<file path="src/rtl/rr_arbiter.sv">
// Round-robin arbiter: one registered grant of a shared resource among NUM_REQ requesters.
// Latency: one cycle from request to grant; back-to-back grants on a handshake, no bubble.
// Backpressure: a held grant stays frozen until res_ready_i completes the handshake.
//
// Ports:
//   clk_i, rst_ni  - clock and synchronous active-low reset
//   req_i          - request vector, bit k = requester k wants the resource
//   gnt_o          - registered one-hot grant (zero when idle)
//   gnt_idx_o      - registered binary index of the granted requester
//   gnt_valid_o    - high while a grant is held (valid towards the resource)
//   res_ready_i    - resource ready; valid & ready = handshake
//   gnt_count_o    - number of completed handshakes since reset (wraps)
module rr_arbiter #(
   parameter  int NUM_REQ = 16,
   parameter  int CNT_W   = 16,
   localparam int IDX_W   = $clog2(NUM_REQ)
) (
   input  logic               clk_i,
   input  logic               rst_ni,
   input  logic [NUM_REQ-1:0] req_i,
   output logic [NUM_REQ-1:0] gnt_o,
   output logic [IDX_W-1:0]   gnt_idx_o,
   output logic               gnt_valid_o,
   input  logic               res_ready_i,
   output logic [CNT_W-1:0]   gnt_count_o
);

   typedef enum logic {IDLE, BUSY} state_e;

   state_e             state_q, state_d;
   logic [IDX_W-1:0]   ptr_q, ptr_d;
   logic [IDX_W-1:0]   gnt_idx_q, gnt_idx_d;
   logic [NUM_REQ-1:0] gnt_q, gnt_d;
   logic [CNT_W-1:0]   cnt_q, cnt_d;

   logic [IDX_W-1:0]   next_ptr;
   logic [IDX_W-1:0]   arb_ptr;
   logic               win_vld;
   logic [IDX_W-1:0]   win_idx;
   logic               hi_vld;
   logic [IDX_W-1:0]   hi_idx;

   // Pointer that follows the current grant; wrapped explicitly so that
   // non power-of-two NUM_REQ works.
   always_comb begin
      next_ptr = '0;
      if (gnt_idx_q != IDX_W'(NUM_REQ - 1)) begin
         next_ptr = gnt_idx_q + IDX_W'(1);
      end
   end

   // While busy the only arbitration that can take effect is on a handshake,
   // which must already see the advanced pointer; this also makes the
   // just-served requester lowest priority.
   assign arb_ptr = (state_q == BUSY) ? next_ptr : ptr_q;

   // Descending scan: the last hit written is the lowest index. hi_* tracks
   // the lowest requester at or above the pointer, win_* the lowest overall
   // (used as the wrap-around fallback).
   always_comb begin
      win_vld = 1'b0;
      win_idx = '0;
      hi_vld  = 1'b0;
      hi_idx  = '0;
      for (int k = NUM_REQ - 1; k >= 0; k--) begin
         if (req_i[k]) begin
            win_vld = 1'b1;
            win_idx = IDX_W'(k);
            if (k >= int'(arb_ptr)) begin
               hi_vld = 1'b1;
               hi_idx = IDX_W'(k);
            end
         end
      end
      if (hi_vld) begin
         win_idx = hi_idx;
      end
   end

   always_comb begin
      state_d   = state_q;
      ptr_d     = ptr_q;
      gnt_idx_d = gnt_idx_q;
      gnt_d     = gnt_q;
      cnt_d     = cnt_q;
      case (state_q)
         IDLE: begin
            if (win_vld) begin
               state_d   = BUSY;
               gnt_idx_d = win_idx;
               gnt_d     = NUM_REQ'(1) << win_idx;
            end
         end
         BUSY: begin
            if (res_ready_i) begin
               cnt_d = cnt_q + CNT_W'(1);
               ptr_d = next_ptr;
               if (win_vld) begin
                  gnt_idx_d = win_idx;
                  gnt_d     = NUM_REQ'(1) << win_idx;
               end else begin
                  // Index keeps its last value when going idle.
                  state_d = IDLE;
                  gnt_d   = '0;
               end
            end
         end
         default: begin
            state_d = IDLE;
            gnt_d   = '0;
         end
      endcase
   end

   always_ff @(posedge clk_i) begin
      if (!rst_ni) begin
         state_q   <= IDLE;
         ptr_q     <= '0;
         gnt_idx_q <= '0;
         gnt_q     <= '0;
         cnt_q     <= '0;
      end else begin
         state_q   <= state_d;
         ptr_q     <= ptr_d;
         gnt_idx_q <= gnt_idx_d;
         gnt_q     <= gnt_d;
         cnt_q     <= cnt_d;
      end
   end

   assign gnt_o       = gnt_q;
   assign gnt_idx_o   = gnt_idx_q;
   assign gnt_valid_o = (state_q == BUSY);
   assign gnt_count_o = cnt_q;

endmodule
</file>
<file path="config.mk">
export PLATFORM = sky130hd
export DESIGN_NAME = rr_arbiter
export DESIGN_NICKNAME = d
export VERILOG_FILES = /design/src/rtl/rr_arbiter.sv
export SDC_FILE = /design/constraint.sdc
export NUM_CORES = 1
export LEC_CHECK = 0
export ABC_AREA = 1
export CAP_MARGIN = 20
export CORE_MARGIN = 1
export CORE_UTILIZATION = 52
export CTS_BUF_LIST = sky130_fd_sc_hd__clkbuf_2
export DETAILED_ROUTE_END_ITERATION = 12
export PLACE_DENSITY = 0.89
export RECOVER_POWER = 25
export SYNTH_ARGS = -nofsm -noshare
export SYNTH_HDL_FRONTEND = slang
export SYNTH_SLANG_ARGS = --single-unit
</file>
<file path="constraint.sdc">
create_clock -name clk_i -period 2.83 [get_ports clk_i]
set_clock_uncertainty 0.2 [all_clocks]
set_input_delay 0.849 -clock clk_i [delete_from_list [all_inputs] [get_ports clk_i]]
set_output_delay 0.849 -clock clk_i [all_outputs]
set_load 0.03 [all_outputs]
</file>
Word level (Yosys, flattened, before mapping)
Cells that the tools add are included.
{"block": "op_classes", "n_addsub": 2, "n_lt_le_gt_ge": 15, "n_eq_ne": 3, "n_shift": 1, "mux": 105, "bitwise": 1, "n_reduce_logical": 2}
{"cell": "$mux 4", "n": 51}
{"cell": "$mux 1", "n": 48}
{"cell": "$mux 16", "n": 3}
{"cell": "$pmux 16 s2", "n": 1}
{"cell": "$ge 4x4->1 const A", "n": 7}
{"cell": "$add 16x1->16 const B", "n": 1}
{"cell": "$ge 3x4->1 const A", "n": 4}
{"cell": "$shl 1x4->16 const A", "n": 1}
{"cell": "$ge 1x4->1 const A", "n": 2}
{"cell": "$ge 2x4->1 const A", "n": 2}
{"cell": "$pmux 4 s2", "n": 1}
{"cell": "$add 4x1->4 const B", "n": 1}
{"cell": "$ne 2x2->1 const B", "n": 2}
{"cell": "$ne 4x4->1 const B", "n": 1}
{"cell": "$reduce_and 2->1", "n": 2}
{"cell": "$pmux 1 s2", "n": 1}
{"cell": "$not 1->1", "n": 1}
{"block": "word_totals", "register_bits": 41}

Logic depth before layout (Yosys ltp)
Gate-level depths: netlist of the first run.
{"block": "logic_depth", "depth_word": 39, "depth_mapped": 28, "ltp_nobuf": 28}

Worst setup path before layout of the first run
Ideal clock, no wire load.
{"block": "synth_path", "path_kind": "register -> register", "startpoint": "reg gnt_idx_q[0] (netlist: gnt_idx_o[0])", "endpoint": "reg gnt_q[2] (netlist: gnt_o[2])", "setup_time_ps": 128, "arrival_time_ps": 2366, "slack_ps": 136, "path_stages_with_launch": 20, "n_path_buf": 0, "period_less_slack_ps": 2694, "cell_sequence": "dfxtp_1 ha_1 nand2_1 nand3_1 nand2_1 nand2_2 nand2_4 inv_2 o211ai_1 nand2_1 nor2_1 nand2_1 nor2_4 nand4_2 nand2_2 inv_2 nand4_1 nor2_1 nor2_1 nor2_1"}
{"block": "synth_via", "elab_chain_len": 39, "word_cells_on_any_way": 85, "classes_between": "add/sub (1); order compare (15); eq/ne (1); shift (1); mux (67)"}
{"item": "start, declared", "line_no": "32", "text": "logic [IDX_W-1:0] gnt_idx_q, gnt_idx_d;"}
{"item": "start signal, assigned", "line_no": "125", "text": "gnt_idx_q <= gnt_idx_d;"}
{"item": "$add 4x1->4 or $ne 4x4->1 (tied branches)", "line_no": "48, 47"}
{"item": "$mux 4 *", "line_no": "47", "text": "if (gnt_idx_q != IDX_W'(NUM_REQ - 1)) begin"}
{"item": "$mux 4 *", "line_no": "55", "text": "assign arb_ptr = (state_q == BUSY) ? next_ptr : ptr_q;"}
{"item": "$ge 4x4->1", "line_no": "69", "text": "if (k >= int'(arb_ptr)) begin"}
{"item": "$mux 4 or $mux 1 (tied branches)", "line_no": "69"}
{"item": "$mux 4 or $mux 1 (tied branches)", "line_no": "66", "text": "if (req_i[k]) begin"}
{"item": "$mux 4 or $mux 1 (tied branches)", "line_no": "69"}
{"item": "$mux 4 or $mux 1 (tied branches)", "line_no": "66"}
{"item": "[... 23 more ...]"}
{"item": "$mux 4 or $mux 1 (tied branches)", "line_no": "66"}
{"item": "$mux 4 or $mux 1 (tied branches)", "line_no": "69"}
{"item": "$mux 4 or $mux 1 (tied branches)", "line_no": "66"}
{"item": "$mux 4 *", "line_no": "75", "text": "if (hi_vld) begin"}
{"item": "$shl 1x4->16 *", "line_no": "91, 100"}
{"item": "$mux 16", "line_no": "98", "text": "if (win_vld) begin"}
{"item": "$mux 16", "line_no": "95", "text": "if (res_ready_i) begin"}
{"item": "$pmux 16 s2 *", "line_no": "86", "text": "case (state_q)"}
{"item": "end signal, assigned", "line_no": "126", "text": "gnt_q <= gnt_d;"}
{"item": "end, declared", "line_no": "33", "text": "logic [NUM_REQ-1:0] gnt_q, gnt_d;"}
Mark *: on every way between the ends. The rest lies on a longest branch, timed or not. The select of a mux whose other input is x is not followed.
A chain may end at the register's enable or synchronous reset.

Final worst setup path of the first run
{"block": "layout_path", "startpoint": "in req_i[10]", "endpoint": "reg gnt_q[4] (netlist: gnt_o[4])"}
{"block": "layout_via", "elab_chain_len": 26, "word_cells_on_any_way": 72, "classes_between": "eq/ne (1); shift (1); mux (69); reduce/logical (1)"}
{"item": "start, declared", "line_no": "20", "text": "input logic [NUM_REQ-1:0] req_i,"}
{"item": "$mux 4 or $mux 1 (tied branches)", "line_no": "66"}
{"item": "$mux 4 or $mux 1 (tied branches)", "line_no": "69"}
{"item": "$mux 4 or $mux 1 (tied branches)", "line_no": "66"}
{"item": "$mux 4 or $mux 1 (tied branches)", "line_no": "69"}
{"item": "$mux 4 or $mux 1 (tied branches)", "line_no": "66"}
{"item": "$mux 4 or $mux 1 (tied branches)", "line_no": "69"}
{"item": "$mux 4 or $mux 1 (tied branches)", "line_no": "66"}
{"item": "$mux 4 or $mux 1 (tied branches)", "line_no": "69"}
{"item": "[... 10 more ...]"}
{"item": "$mux 4 or $mux 1 (tied branches)", "line_no": "66"}
{"item": "$mux 4 or $mux 1 (tied branches)", "line_no": "69"}
{"item": "$mux 4 or $mux 1 (tied branches)", "line_no": "66"}
{"item": "$mux 4", "line_no": "75"}
{"item": "$shl 1x4->16", "line_no": "91, 100"}
{"item": "$mux 16", "line_no": "98"}
{"item": "$mux 16", "line_no": "95"}
{"item": "$pmux 16 s2", "line_no": "86"}
Several ways; a longest one is shown, not always the timed one. The select of a mux whose other input is x is not followed.

==> impl_metrics.yaml, run 1 <==
status:
  status: "finished, violations left"
  violations: "negative setup slack"
timing:
  rsz0062_at_grt: "true"
  tightest_slew_ns: 0.765
  finalSetupTns_ns: -1.21
  fmax_mhz: 337
  report.final.slew_viol_count: 0
  setup_viol: 17
  maxSlewHeadroom_pct: 49.0
  fin_crit_sh_pct: 105
  period_minus_slack_ns: 2.97
  worst_slack_ns: -0.137
  hold_ws_ns: 0.293
  hold_viol: 0
clocking:
  cts_buffers: 5
  clk_pin_slew_ns: 0.20
  clock-sinks: 41
  htreeDepth: 2
  tritoncts: "built"
  cts_hold_buf: 0
  insertion_delay_ns: 0.39
  cts-root-buf: "clkbuf_2"
  clk_path_buf_depth: 2
finish:
  drive_above_1_share_pct: 23.7
  nets: 498
  antenna_cells: 0
  areaGrowthSynthToFinish_pct: 51.1
  fillCellCount: 248
yosys:
  yosysTopAreaCell: "dfxtp_1"
  synthAdderAreaFrac_pct: 1.06
  ys_async_sr_fraction_pct: 0
  synth.avg_cell_area_um2: 6.46
  syn-num-nets: 386
  muxShareOfSynthArea_pct: 0
  synth_top_family_by_area: "simple AND/OR/NAND/NOR gates"
  synth-xor-area-share_pct: 0
  ys_seq_area_share_pct: 34.8
  synth_flop_cell: "dfxtp_1"
  ys_top_cells_by_area: "dfxtp_1 (35%), nor2_1 (12%), nand2_1 (12%), inv_1 (7.3%), a21oi_1 (4.9%)"
  synth_compound_area_share_pct: 13.9
  yosysMostFrequentCell: "nor2_1"
  ys_top_cells_by_count: "nor2_1 (77), nand2_1 (73), inv_1 (46)"
  ys_types: 35
  synthCells: 365
  syn-cell-area_um2: 2360
  ys_ff_latch: 41
  synthSimpleGateAreaFrac_pct: 41.0
  ys.warnings.count: 0
  synth.top_cell.area_share_pct: 34.8
  synth_edf_count: 0
routing:
  wl_per_cell_um: 15.4
  dr.pass1.iters: 8
  drc: 0
  viasPerCell: 5.89
  drt_iter0_markers: 378
  drt-total-wl_um: 8140
  antenna_left: 0
  vias: 3118
global_routing:
  antenna_found_initial: 0
  grt_usage_pct: 29.1
  gr-total-overflow: 0
  grt_max_degree: 24
  grt_pass1_vias: 2736
  grt_pass1_wl_um: 11600
placement:
  gp_congestion: 0.852
  hpwl_um: 4970
  io_buffers: 55
worst_setup_path:
  worstSetupPathType: "input pin to register"
  r2r_slack_ns: -0.07
  crit_fanout: 4
  critPathLaunchType: "input pin"
  reg2reg_from: "gnt_idx_o[1]"
  cp.required_ns: 2.97
  ff2ff_path_depth: 19
  arrival_ns: 3.10
  r2r-end: "gnt_o[11]"
  cp-end-kind: "register"
floorplanning:
  rows: 24
  start_util_pct: 54.1
  die_h_um: 69.3
  die_w_um: 69.3
  io_pins: 56
  die_area_um2: 4810
  core-area_um2: 4350
min_path:
  hp-class: "register to register"
  holdPathStages: 2
  holdPathEnd: "ptr_q[1]"
  hp-start: "ptr_q[1]"
power:
  power_per_cell_area_nw_per_um2: 427
  seq_power_share_pct: 41.2
  share_comb_of_total_power_pct: 36.7
  p_int_mw: 0.974
  ir_worst_vdd_mv: 0.406
  p_leak_nw: 1.52
  p_clk_share_pct: 22.1
  sw_frac_of_total_pct: 35.9
  p_sw_mw: 0.545
flow_run:
  drv_cap: 0
## critical path: stages
cell	delay, ns
clkdlybuf4s50_1	0.48
nor4_1	0.46
nand2_1	0.20
inv_1	0.10
nor2_1	0.08
o211ai_1	0.29
nand2_1	0.18
buf_4	0.19
nor2_1	0.11
nor2_1	0.05
nor2_1	0.10
## cell type report
cell class                      instances  area [µm²]  area share, %
Clock buffer                            5        25.0          0.703
Clock inverter                          2        35.0          0.984
Inverter                               53         209           5.87
Multi-Input combinational cell        267        1440           40.4
Sequential cell                        41         825           23.2
Tap cell                               52        65.1           1.83
Timing Repair Buffer                  109         965           27.1
## kinds of logic (layout without fill, tap and decap cells)
| kind of cell | count (synthesis) | in the layout |
|---|---|---|
| simple gates | 210 | 210 |
| fa+ha+maj | 2 | 2 |
| flops | 41 | 41 |
| buf+inv | 57 | 169 |
| compound gates | 55 | 55 |
## registers in the layout, summed over array words and instances (netlist names)
signal,cells
gnt_count_o,16
gnt_o,16
gnt_idx_o,4
gnt_valid_o,1
ptr_q,4
## placed cells by master (no fill, tap or decap), drive strengths merged, types with 14 or more instances in the layout
| cell | count |
|---|---|
| nand2 | 84 |
| nor2 | 82 |
| clkdlybuf4s50 | 54 |
| inv | 52 |
| buf | 50 |
| dfxtp | 41 |
| a21oi | 23 |
| nand4 | 18 |
| o21ai | 15 |
| nand3 | 14 |
## stage by stage
step           std cells  cell area, µm²  util [%]  power [mW]  worst slack [ns]
6_report             529            3560      81.8        1.52            -0.137
5_1_grt              529            3560      81.8        1.58            -0.255
4_1_cts              523            3420      78.5        1.44          -0.00674
3_5_place_dp         511            3290      75.6        1.09            -0.385
3_3_place_gp         511            3290      75.6        1.08            -0.336
2_1_floorplan        365            2360         -       0.892             0.136
## repair_timing
action / 4_1_cts / 5_1_grt
gates cloned: 0 / 0
setup buffers: 5 / 6
gates resized for setup: 8 / 33
pin swaps: 7 / 14
setup endpoints to repair: 15 / 24
## power groups by stage
stage	logic (mW)	clock network (mW)	registers [mW]
final	0.557	0.336	0.626
after global routing	0.589	0.358	0.629
after CTS	0.483	0.333	0.622
after detailed placement	0.454	0	0.635
after global placement	0.442	0	0.634
after floorplan	0.222	0	0.671
## layer usage
metal	global-route usage (%)	vias up	routed length, µm
li1	-	1411	-
met1	34.2	1440	3160
met2	52.5	211	4070
met3	4.22	56	590
met4	12.0	0	326
met5	0	-	0
## how the worst max path moves through the flow
stage | startpoint | endpoint | slack, ns | cells after the start
4_1_cts | req_i[13] | gnt_idx_o[0] | -0.007 | 17
5_1_grt | gnt_idx_o[1] | gnt_o[10] | -0.26 | 28
3_5_place_dp | res_ready_i | gnt_count_o[14] | -0.38 | 14
2_1_floorplan | gnt_idx_o[0] | gnt_o[2] | 0.14 | 19
3_3_place_gp | res_ready_i | gnt_count_o[14] | -0.34 | 14
6_report | req_i[10] | gnt_o[4] | -0.14 | 11
Power figures use the tool's default switching activity.
==> run 2, diff against run 1 <==
--- a/config.mk
+++ b/config.mk
@@ -5,10 +5,9 @@
 export SDC_FILE = /design/constraint.sdc
 export NUM_CORES = 1
 export LEC_CHECK = 0
-export ABC_AREA = 1
 export CAP_MARGIN = 20
 export CORE_MARGIN = 1
-export CORE_UTILIZATION = 52
+export CORE_UTILIZATION = 53
 export CTS_BUF_LIST = sky130_fd_sc_hd__clkbuf_2
 export DETAILED_ROUTE_END_ITERATION = 12
 export PLACE_DENSITY = 0.89
==> impl_metrics.yaml, run 2 <==
power:
  p_sw_mw: 0.684
  power_per_cell_area_nw_per_um2: 437
  p_int_mw: 1.12
  p_clk_share_pct: 18.8
  share_comb_of_total_power_pct: 45.7
  seq_power_share_pct: 35.5
  p_leak_nw: 1.60
  post-layout-total-power_mw: 1.80
  sw_frac_of_total_pct: 38.0
  ir_worst_vdd_mv: 0.345
worst_setup_path:
  crit_fanout: 5
  worstSetupPathType: "input pin to register"
  cp.required_ns: 2.99
  reg2reg_from: "gnt_idx_o[0]"
  r2r_slack_ns: -0.33
  ff2ff_path_depth: 11
  arrival_ns: 3.34
  r2r-end: "gnt_o[2]"
  critPathLaunchType: "input pin"
  cp-end-kind: "register"
yosys:
  synth_edf_count: 0
  yosysTopAreaCell: "dfxtp_1"
  ys_async_sr_fraction_pct: 0
  synth.avg_cell_area_um2: 8.28
  synthCells: 316
  synth.top_cell.area_share_pct: 31.4
  synth_flop_cell: "dfxtp_1"
  yosysMostFrequentCell: "dfxtp_1"
  syn-num-nets: 337
  ys_types: 69
  ys_ff_latch: 41
  ys_top_cells_by_area: "dfxtp_1 (31%), nand2_1 (5.6%), nor2_1 (5.0%), xor2_1 (4.4%), a21oi_1 (2.7%)"
  ys_seq_area_share_pct: 31.4
  ys_top_cells_by_count: "dfxtp_1 (41), nand2_1 (39), nor2_1 (35)"
  ys.warnings.count: 0
  syn-cell-area_um2: 2620
floorplanning:
  core-area_um2: 4720
  die_w_um: 72.2
  die_h_um: 72.2
  rows: 25
  io_pins: 56
  start_util_pct: 55.4
  die_area_um2: 5220
clocking:
  tritoncts: "built"
  cts-root-buf: "clkbuf_2"
  clk_path_buf_depth: 2
  insertion_delay_ns: 0.40
  cts_buffers: 5
  clock-sinks: 41
  clk_pin_slew_ns: 0.20
  htreeDepth: 2
timing:
  worst_slack_ns: -0.353
  finalSetupTns_ns: -4.73
  maxSlewHeadroom_pct: 69.3
  hold_viol: 0
  tightest_slew_ns: 0.447
  fmax_mhz: 314
  period_minus_slack_ns: 3.18
  hold_ws_ns: 0.279
  fin_crit_sh_pct: 112
  setup_viol: 19
  rsz0062_at_grt: "true"
  report.final.slew_viol_count: 0
min_path:
  holdPathStages: 2
  hp-class: "register to register"
  holdPathEnd: "gnt_o[7]"
  hp-start: "gnt_o[7]"
routing:
  viasPerCell: 6.60
  vias: 3347
  dr.pass1.iters: 5
  antenna_left: 0
  drt_iter0_markers: 414
  drt-total-wl_um: 11000
  drc: 0
  wl_per_cell_um: 21.7
status:
  violations: "negative setup slack"
  status: "finished, violations left"
global_routing:
  grt_max_degree: 24
  grt_pass1_wl_um: 14000
  grt_pass1_vias: 2949
  grt_usage_pct: 34.7
  gr-total-overflow: 0
  antenna_found_initial: 0
finish:
  drive_above_1_share_pct: 31.6
  nets: 461
  fillCellCount: 247
  areaGrowthSynthToFinish_pct: 57.7
  layout_commonest_cell: "buf_4"
  antenna_cells: 0
  most-common-layout-cells: "buf_4 (67), clkdlybuf4s50_1 (51), nand2_1 (39), dfxtp_1 (36), nor2_1 (35)"
  finish.utilization_pct: 87.3
placement:
  io_buffers: 55
  hpwl_um: 6180
  gp_congestion: 0.967
flow_run:
  drv_cap: 0
-- run 2: changes by cell type after synthesis, moves of 8 or more --
| cell | change |
|---|---|
| nor2_1 | -42 |
| nand2_1 | -34 |
| inv_1 | -34 |
| a21oi_1 | -9 |
| o21ai_1 | +12 |
| nand4_1 | -14 |
| and3_1 | +8 |
| xor2_1 | +13 |
-- run 2: timing repair --
action | 4_1_cts | 5_1_grt
pin swaps | 12 | 10
endpoints found under the setup margin | 21 | 21
buffers inserted | 3 | 6
hold buffers | 0 | 0
gates resized for setup | 23 | 23
endpoints found under the hold margin | 0 | 0
gates cloned | 0 | 1
-- run 2: power groups by stage --
stage               clock (mW)  combinational (mW)  sequential (mW)
finish                   0.339               0.822            0.639
global route             0.357               0.857            0.640
CTS                      0.333               0.708            0.634
detailed placement           0               0.643            0.642
global placement             0               0.631            0.640
floorplan                    0               0.307            0.683
-- run 2: worst max-delay path, cell delays in order --
cell and delay [ns]:
clkdlybuf4s15_2 0.22, or4_4 0.57, o41ai_4 0.42, buf_4 0.21, and4_4 0.24, o21ai_2 0.09
a211oi_2 0.35, buf_4 0.21, a32o_1 0.18
-- run 2: how the worst max path moves through the flow --
stage | cells past startpoint | startpoint | to
2_1_floorplan | 7 | req_i[15] | gnt_o[9]
3_3_place_gp | 8 | req_i[15] | gnt_o[9]
3_5_place_dp | 8 | req_i[15] | gnt_o[9]
4_1_cts | 11 | gnt_idx_o[0] | gnt_o[2]
5_1_grt | 11 | gnt_idx_o[0] | gnt_o[3]
6_report | 9 | req_i[15] | gnt_o[2]
-- run 2: per-layer routing --
layer | vias to the layer above | GRT usage [%] | share of wire (%)
met5 | - | 0 | 0
met4 | 0 | 16.6 | 7.0
met3 | 93 | 6.81 | 10
met2 | 298 | 60.9 | 46
met1 | 1526 | 40.5 | 36
li1 | 1430 | - | -
-- run 2: through the flow --
stage	cells	worst slack, ns	cell area [µm²]
3_5_place_dp	490	-0.751	3740
4_1_cts	500	-0.149	3950
2_1_floorplan	316	-0.0298	2660
5_1_grt	507	-0.486	4120
6_report	507	-0.353	4120
3_3_place_gp	490	-0.629	3740
-- run 2: kinds of logic after synthesis --
group	share of synthesized area, %
AND/OR/NAND/NOR	25.5
AO/OA/AOI/OAI	31.1
flip-flops	31.4
buffers and inverters	4.16
XOR/XNOR	5.36
multiplexers	1.58
adder cells (fa/ha/maj)	0.957
-- run 2: area by class of cell --
| class | count | area, µm² | area share [%] |
|---|---|---|---|
| multi-input cells | 251 | 1960 | 47.4 |
| repair buffers | 129 | 1150 | 27.8 |
| flip-flops and latches | 41 | 832 | 20.2 |
| well taps | 67 | 83.8 | 2.03 |
| inverters | 12 | 45.0 | 1.09 |
| clock inverters | 2 | 35.0 | 0.850 |
| clock buffers | 5 | 25.0 | 0.607 |
